## src/rtl/uart_ctrl_pkg.sv

```systemverilog
// Shared definitions for the APB UART controller: register offsets, bit indices, FSM and access encodings.
package uart_ctrl_pkg;

    localparam logic [4:0] OFF_CTRL = 5'h00;
    localparam logic [4:0] OFF_BAUD = 5'h04;
    localparam logic [4:0] OFF_TX   = 5'h08;
    localparam logic [4:0] OFF_RX   = 5'h0C;
    localparam logic [4:0] OFF_STAT = 5'h10;

    localparam int CTRL_TX_EN     = 0;
    localparam int CTRL_RX_IRQ_EN = 1;
    localparam int CTRL_TX_IRQ_EN = 2;

    localparam int ST_TX_FULL  = 0;
    localparam int ST_RX_EMPTY = 1;
    localparam int ST_TX_OVF   = 2;
    localparam int ST_RX_UDF   = 3;

    typedef enum logic [1:0] {
        S_IDLE    = 2'd0,
        S_ACCESS  = 2'd1,
        S_POP     = 2'd2,
        S_CAPTURE = 2'd3
    } state_t;

    // What the pending transfer will do when it completes, decided in the setup phase.
    typedef enum logic [2:0] {
        ACT_NONE,
        ACT_WR_CTRL,
        ACT_WR_BAUD,
        ACT_WR_STAT,
        ACT_TX_PUSH,
        ACT_TX_OVF,
        ACT_RX_UDF,
        ACT_RX_POP
    } act_t;

endpackage

```

## src/rtl/apb_uart_ctrl.sv

```systemverilog
// APB3 slave holding UART config/status registers; pushes TX bytes and pops RX bytes with wait states.
//  state   | meaning
//  IDLE    | no transfer, waiting for a setup phase
//  ACCESS  | access phase; completes with zero waits except a valid RXDATA read
//  POP     | RX FIFO pop strobe active, waiting for registered read data
//  CAPTURE | RX byte presented on prdata, transfer completes
module apb_uart_ctrl
    import uart_ctrl_pkg::*;
#(
    parameter int ADDR_W     = 5,
    parameter int DATA_W     = 32,
    parameter int BAUD_W     = 11,
    parameter int BAUD_RESET = 650
) (
    input  logic              clk,
    input  logic              reset,
    input  logic              psel,
    input  logic              penable,
    input  logic              pwrite,
    input  logic [ADDR_W-1:0] paddr,
    input  logic [DATA_W-1:0] pwdata,
    output logic [DATA_W-1:0] prdata,
    output logic              pready,
    output logic              pslverr,
    output logic [BAUD_W-1:0] baud_final_value,
    output logic [7:0]        tx_fifo_dataIn,
    output logic              tx_fifo_writeEn,
    input  logic              tx_fifo_Full,
    output logic              rx_fifo_readEn,
    input  logic              rx_fifo_Empty,
    input  logic [7:0]        rx_fifo_dataOut,
    output logic              irq
);

    state_t            state;
    act_t              act;
    act_t              dec_act;
    logic              dec_err;
    logic [DATA_W-1:0] dec_rdata;
    logic [DATA_W-1:0] prdata_q;
    logic [2:0]        ctrl;
    logic [BAUD_W-1:0] baud;
    logic              tx_ovf;
    logic              rx_udf;
    logic              done;
    logic              stat_wr;
    logic              unused_ok;

    assign unused_ok = &{1'b0, pwdata[DATA_W-1:BAUD_W], paddr[1:0]};

    always_comb begin
        dec_act   = ACT_NONE;
        dec_err   = 1'b0;
        dec_rdata = '0;
        case (paddr[4:2])
            OFF_CTRL[4:2]: begin
                if (pwrite) dec_act = ACT_WR_CTRL;
                else        dec_rdata[2:0] = ctrl;
            end
            OFF_BAUD[4:2]: begin
                if (pwrite) dec_act = ACT_WR_BAUD;
                else        dec_rdata[BAUD_W-1:0] = baud;
            end
            OFF_TX[4:2]: begin
                dec_err = !pwrite || !ctrl[CTRL_TX_EN] || tx_fifo_Full;
                if (pwrite && ctrl[CTRL_TX_EN])
                    dec_act = tx_fifo_Full ? ACT_TX_OVF : ACT_TX_PUSH;
            end
            OFF_RX[4:2]: begin
                dec_err = pwrite || rx_fifo_Empty;
                if (!pwrite)
                    dec_act = rx_fifo_Empty ? ACT_RX_UDF : ACT_RX_POP;
            end
            OFF_STAT[4:2]: begin
                if (pwrite) dec_act = ACT_WR_STAT;
                else        dec_rdata[3:0] = {rx_udf, tx_ovf, rx_fifo_Empty, tx_fifo_Full};
            end
            default: dec_err = 1'b1;
        endcase
    end

    always_ff @(posedge clk or posedge reset) begin
        if (reset) begin
            state           <= S_IDLE;
            act             <= ACT_NONE;
            pready          <= 1'b0;
            pslverr         <= 1'b0;
            prdata_q        <= '0;
            tx_fifo_writeEn <= 1'b0;
            tx_fifo_dataIn  <= '0;
            rx_fifo_readEn  <= 1'b0;
        end else begin
            tx_fifo_writeEn <= 1'b0;
            rx_fifo_readEn  <= 1'b0;
            case (state)
                S_IDLE: begin
                    if (psel && !penable) begin
                        state    <= S_ACCESS;
                        act      <= dec_act;
                        pready   <= (dec_act != ACT_RX_POP);
                        pslverr  <= dec_err;
                        prdata_q <= dec_rdata;
                    end
                end
                S_ACCESS: begin
                    if (psel && penable) begin
                        if (act == ACT_RX_POP) begin
                            state          <= S_POP;
                            rx_fifo_readEn <= 1'b1;
                        end else begin
                            state    <= S_IDLE;
                            pready   <= 1'b0;
                            pslverr  <= 1'b0;
                            prdata_q <= '0;
                            if (act == ACT_TX_PUSH) begin
                                tx_fifo_writeEn <= 1'b1;
                                tx_fifo_dataIn  <= pwdata[7:0];
                            end
                        end
                    end else if (!psel) begin
                        state    <= S_IDLE;
                        pready   <= 1'b0;
                        pslverr  <= 1'b0;
                        prdata_q <= '0;
                    end
                end
                S_POP: begin
                    state  <= S_CAPTURE;
                    pready <= 1'b1;
                end
                default: begin
                    state  <= S_IDLE;
                    pready <= 1'b0;
                end
            endcase
        end
    end

    // The RX FIFO's data is only valid in CAPTURE, so it bypasses the read-data register.
    assign prdata = (state == S_CAPTURE) ? {{(DATA_W-8){1'b0}}, rx_fifo_dataOut} : prdata_q;

    assign done    = (state == S_ACCESS) && psel && penable && (act != ACT_RX_POP);
    assign stat_wr = done && (act == ACT_WR_STAT);

    always_ff @(posedge clk or posedge reset) begin
        if (reset) begin
            ctrl   <= '0;
            baud   <= BAUD_W'(BAUD_RESET);
            tx_ovf <= 1'b0;
            rx_udf <= 1'b0;
            irq    <= 1'b0;
        end else begin
            if (done && act == ACT_WR_CTRL) ctrl <= pwdata[2:0];
            if (done && act == ACT_WR_BAUD) baud <= pwdata[BAUD_W-1:0];
            tx_ovf <= (done && act == ACT_TX_OVF) || (tx_ovf && !(stat_wr && pwdata[ST_TX_OVF]));
            rx_udf <= (done && act == ACT_RX_UDF) || (rx_udf && !(stat_wr && pwdata[ST_RX_UDF]));
            irq    <= (ctrl[CTRL_RX_IRQ_EN] && !rx_fifo_Empty) ||
                      (ctrl[CTRL_TX_IRQ_EN] && !tx_fifo_Full);
        end
    end

    assign baud_final_value = baud;

endmodule

```

## config.mk

```make
export PLATFORM = sky130hd
export DESIGN_NAME = apb_uart_ctrl
export DESIGN_NICKNAME = d
export VERILOG_FILES = /design/src/rtl/uart_ctrl_pkg.sv /design/src/rtl/apb_uart_ctrl.sv
export SDC_FILE = /design/constraint.sdc
export NUM_CORES = 1
export LEC_CHECK = 0
export ABC_CLOCK_PERIOD_IN_PS = 1900
export CORE_AREA = 3 3 85 87
export DETAILED_ROUTE_END_ITERATION = 10
export DIE_AREA = 0 0 88 90
export GPL_ROUTABILITY_DRIVEN = 0
export GPL_TIMING_DRIVEN = 1
export PLACE_DENSITY_LB_ADDON = 0.08
export SETUP_SLACK_MARGIN = 0.3
export SLEW_MARGIN = 20
export SYNTH_ARGS = -nofsm -noshare
export SYNTH_HDL_FRONTEND = slang
export SYNTH_SLANG_ARGS = --single-unit
export TNS_END_PERCENT = 30
```

## constraint.sdc

```tcl
create_clock -name clk -period 1.9 [get_ports clk]
set_input_delay 0.285 -clock clk [delete_from_list [all_inputs] [get_ports clk]]
set_output_delay 0.285 -clock clk [all_outputs]
set_load 0.03 [all_outputs]
```

==> flow_metrics.tcl <==
set metrics [dict create \
    post_route_cells_drive_above_1_share_pct 34.1 \
    clock_skew_ns 0.00617 \
    worst_hold_path_type "primary input to async pin" \
    power.internal_uw 1760 \
    share_seq_of_total_power_pct 46.0 \
    via_count_of_the_first_global_routing_pass 1832 \
    status "finished clean" \
    synthDistinctLibCells 44 \
    max_clock_freq_mhz 579 \
    clk_latency_ns 0.30 \
    layoutNonFillerInstCount 379 \
    totalWireLength_mm 5.50 \
    synth_ff_type "sky130_fd_sc_hd__dfrtp_1" \
    setup.worst_path.class "flop to flop" \
    globalRouteOverflowTotal 0 \
    drv_cap 0 \
    numClockSinks 45 \
    timing.setup.tns_ns 0 \
    power-per-cell-area_nw_per_um2 791 \
    critical_path.slowest_cell "sky130_fd_sc_hd__dfrtp_2" \
    die_width_um 88 \
    grt_max_degree 24 \
    routed_via_density 4.72 \
    crit_chain "buf_6 > and4b_2 > nand2_2 > or3_4 > mux2_2" \
    irDropWorstVdd_uv 365 \
    cts_buffer_depth 2 \
    fp-row-count 29 \
    areaGrowthSynthToFinish_pct 47.0 \
    first_pass_iters 4 \
    cts_root_buf "sky130_fd_sc_hd__clkbuf_8" \
    crit_arrival_ns 1.92 \
    number_of_antenna_violations_at_the_first_check_in_global_routing 0 \
    final_hold_viol_count 0 \
    ranking_of_synthesized_cells_by_instance_count "41 x sky130_fd_sc_hd__dfrtp_1, 28 x sky130_fd_sc_hd__mux2_2, 22 x sky130_fd_sc_hd__buf_4" \
    die-area_um2 7920 \
    critical_path.max_stage_delay_ns 0.44 \
    dieHeight_um 90 \
    power.combinational.fraction_pct 30.5 \
    design.portCount 108 \
    clock_tree.htree_level_count 2 \
    critical_path.endpoint_type "flop" \
    detailedRoute.firstIterationViolations 111 \
    crit_path_time_final_ns 1.73 \
    clock_network_fraction_of_total_power_pct 23.5 \
    remaining_drc_errors 0 \
    cells_after_dpl 364 \
    core_area_um2 6420 \
    detailedPlacementHpwl_mm 4.09 \
    num-fill-cells 598 \
    placement.io_buffers 63 \
    report.final.setup_viol 0 \
    synth_area_um2 2280 \
    rsz0062_at_grt "yes" \
    crit_path_start "state[1]" \
    gr-usage-all-layers_pct 14.9 \
    rrSetupSlack_ns 0.17 \
    postSynthCellCount 209 \
    synth_largest_type_area_fraction_pct 45.0 \
    detail_route.wl_per_cell_um 14.5 \
    first_pass_grt_wire_length_mm 9.36 \
    worst_ep_required_time_ns 2.09 \
    synth_warnings 0 \
    drtAntennaViolNets 0 \
    numCtsBuffers 5 \
    via_count 1787 \
    critical_path.reg2reg.startpoint "state[1]" \
    synth_sequential_area_ratio_pct 49.6 \
    r2r_cells 5 \
    synthDominantAreaCellType "sky130_fd_sc_hd__dfrtp_1" \
    timing.critical_path.fanout_max 6 \
    static-leakage-power_uw 0.00158 \
    start_util_pct 35.5 \
    syn_area_per_cell_um2 10.9 \
    clkSlewWorstSetupHoldPaths_ns 0.09 \
    worstSetupStartpointType "flop" \
    synth-async-reset-ratio_pct 100 \
    worstSetupEndpoint "ctrl[0]" \
    nets 353 \
    ys_ff_latch 45 \
    regToRegEndpoint "ctrl[0]" \
    synth_edf_count 0 \
    num_antenna_cells 0 \
    switching_power_uw 893 \
    ys_top_cells_by_area "sky130_fd_sc_hd__dfrtp_1 45%, sky130_fd_sc_hd__mux2_2 14%, sky130_fd_sc_hd__buf_4 7.2%" \
    final-max-slew-violation-count 0 \
    final_cycle_utilization_of_the_critical_path_pct 91.0 \
    cts_tree "yes" \
    netSwitchingFraction_pct 33.7 \
    post-synth-top-count-cell "sky130_fd_sc_hd__dfrtp_1" \
]
-- worst max-delay path, delay by kind of cell, from the launching register on --
family	cells	cell delay, ns
buffers and inverters	1	0.14
muxes	1	0.27
and+or+nand+nor	3	0.77
DFF	1	0.44
-- placed cells by master (no fill, tap or decap), drive strengths merged, types with 2 or more instances in the layout --
| cell | synthesis | final |
|---|---|---|
| nor4b | 2 | 2 |
| clkbuf | 4 | 6 |
| mux2i | 3 | 3 |
| o21ai | 20 | 20 |
| dfrtp | 41 | 41 |
| a21oi | 8 | 8 |
| nand2b | 2 | 2 |
| mux2 | 28 | 28 |
| and2b | 2 | 2 |
| nand2 | 20 | 20 |
| and2 | 3 | 3 |
| conb | 1 | 21 |
| a31oi | 3 | 3 |
| clkinv | 0 | 2 |
| dlygate4sd2 | 0 | 4 |
| nor2b | 4 | 4 |
| a32oi | 2 | 2 |
| buf | 25 | 42 |
| nor2 | 6 | 6 |
| dfstp | 4 | 4 |
| or3 | 2 | 2 |
| inv | 7 | 7 |
| a22o | 3 | 3 |
| nand3 | 3 | 3 |
| clkdlybuf4s50 | 0 | 48 |
-- power by group through the flow --
stage               Combinational (uW)  Clock, uW  Sequential [uW]
global route                       866        697             1240
detailed placement                 812          0             1240
finish                             810        623             1220
floorplan                          316          0             1390
global placement                   807          0             1230
CTS                                809        654             1220
-- routing by layer --
metal	global-route usage, %	vias up	wire [um]
li1	-	878	-
met1	20.9	840	2510
met2	23.2	61	2610
met3	2.93	8	306
met4	4.60	0	68
met5	0	-	0
-- cells by family (layout without fill, tap and decap cells) --
family / after synthesis / after routing / synth area share (%)
other: 1 / 21 / 0.164
multiplexers: 31 / 31 / 15.1
buffers and inverters: 36 / 109 / 10.3
XOR/XNOR: 1 / 1 / 0.384
flip-flops: 45 / 45 / 49.6
AO/OA/AOI/OAI: 45 / 45 / 12.2
AND/OR/NAND/NOR: 50 / 50 / 12.3
-- what timing repair did --
item / CTS / global route
pin swaps: 1 / 5
gates resized for setup: 78 / 22
endpoints found under the setup margin: 63 / 65
hold buffers: 0 / 0
gates cloned: 1 / 0
setup buffers: 3 / 3
-- stage by stage --
| step | setup WS, ns | hold WS (ns) | util (%) | power (uW) | cell area [um^2] |
|---|---|---|---|---|---|
| finish | 0.172 | 0.259 | 52.2 | 2650 | 3350 |
| floorplan | 0.297 | 0.384 | - | 1710 | 2370 |
| global route | 0.121 | 0.272 | 52.2 | 2800 | 3350 |
| CTS | 0.146 | 0.254 | 51.1 | 2680 | 3280 |
| detailed placement | -0.129 | 0.471 | 47.9 | 2050 | 3080 |
| global placement | -0.138 | 0.469 | 47.9 | 2040 | 3080 |
-- final cells by class --
class	count	area [um^2]	share of cell area, %
Sequential cell	45	1130	33.8
Timing Repair Buffer	94	915	27.3
Multi-Input combinational cell	148	1090	32.4
Clock inverter	2	13.8	0.410
Tap cell	77	96.3	2.87
Inverter	7	26.3	0.784
Clock buffer	6	82.6	2.46
-- sequential cells by signal, indices dropped and copies added, names as in the netlist --
name / cells
rx_fifo_readEn: 1
tx_fifo_writeEn: 1
irq: 1
ctrl: 3
prdata_q: 11
pslverr: 1
pready: 1
act: 3
rx_udf: 1
tx_ovf: 1
state: 2
baud_final_value: 11
tx_fifo_dataIn: 8
-- worst min path at each step --
stage | from | end | slack [ns] | depth (start not counted)
2_1_floorplan | rx_fifo_Empty | irq | 0.38 | 1
3_3_place_gp | tx_fifo_dataIn[2] | tx_fifo_dataIn[2] | 0.47 | 2
3_5_place_dp | tx_fifo_dataIn[2] | tx_fifo_dataIn[2] | 0.47 | 2
4_1_cts | reset | tx_fifo_writeEn | 0.25 | 2
5_1_grt | reset | ctrl[0] | 0.27 | 2
6_report | reset | tx_fifo_writeEn | 0.26 | 2
(Power assumes the default switching activity.)
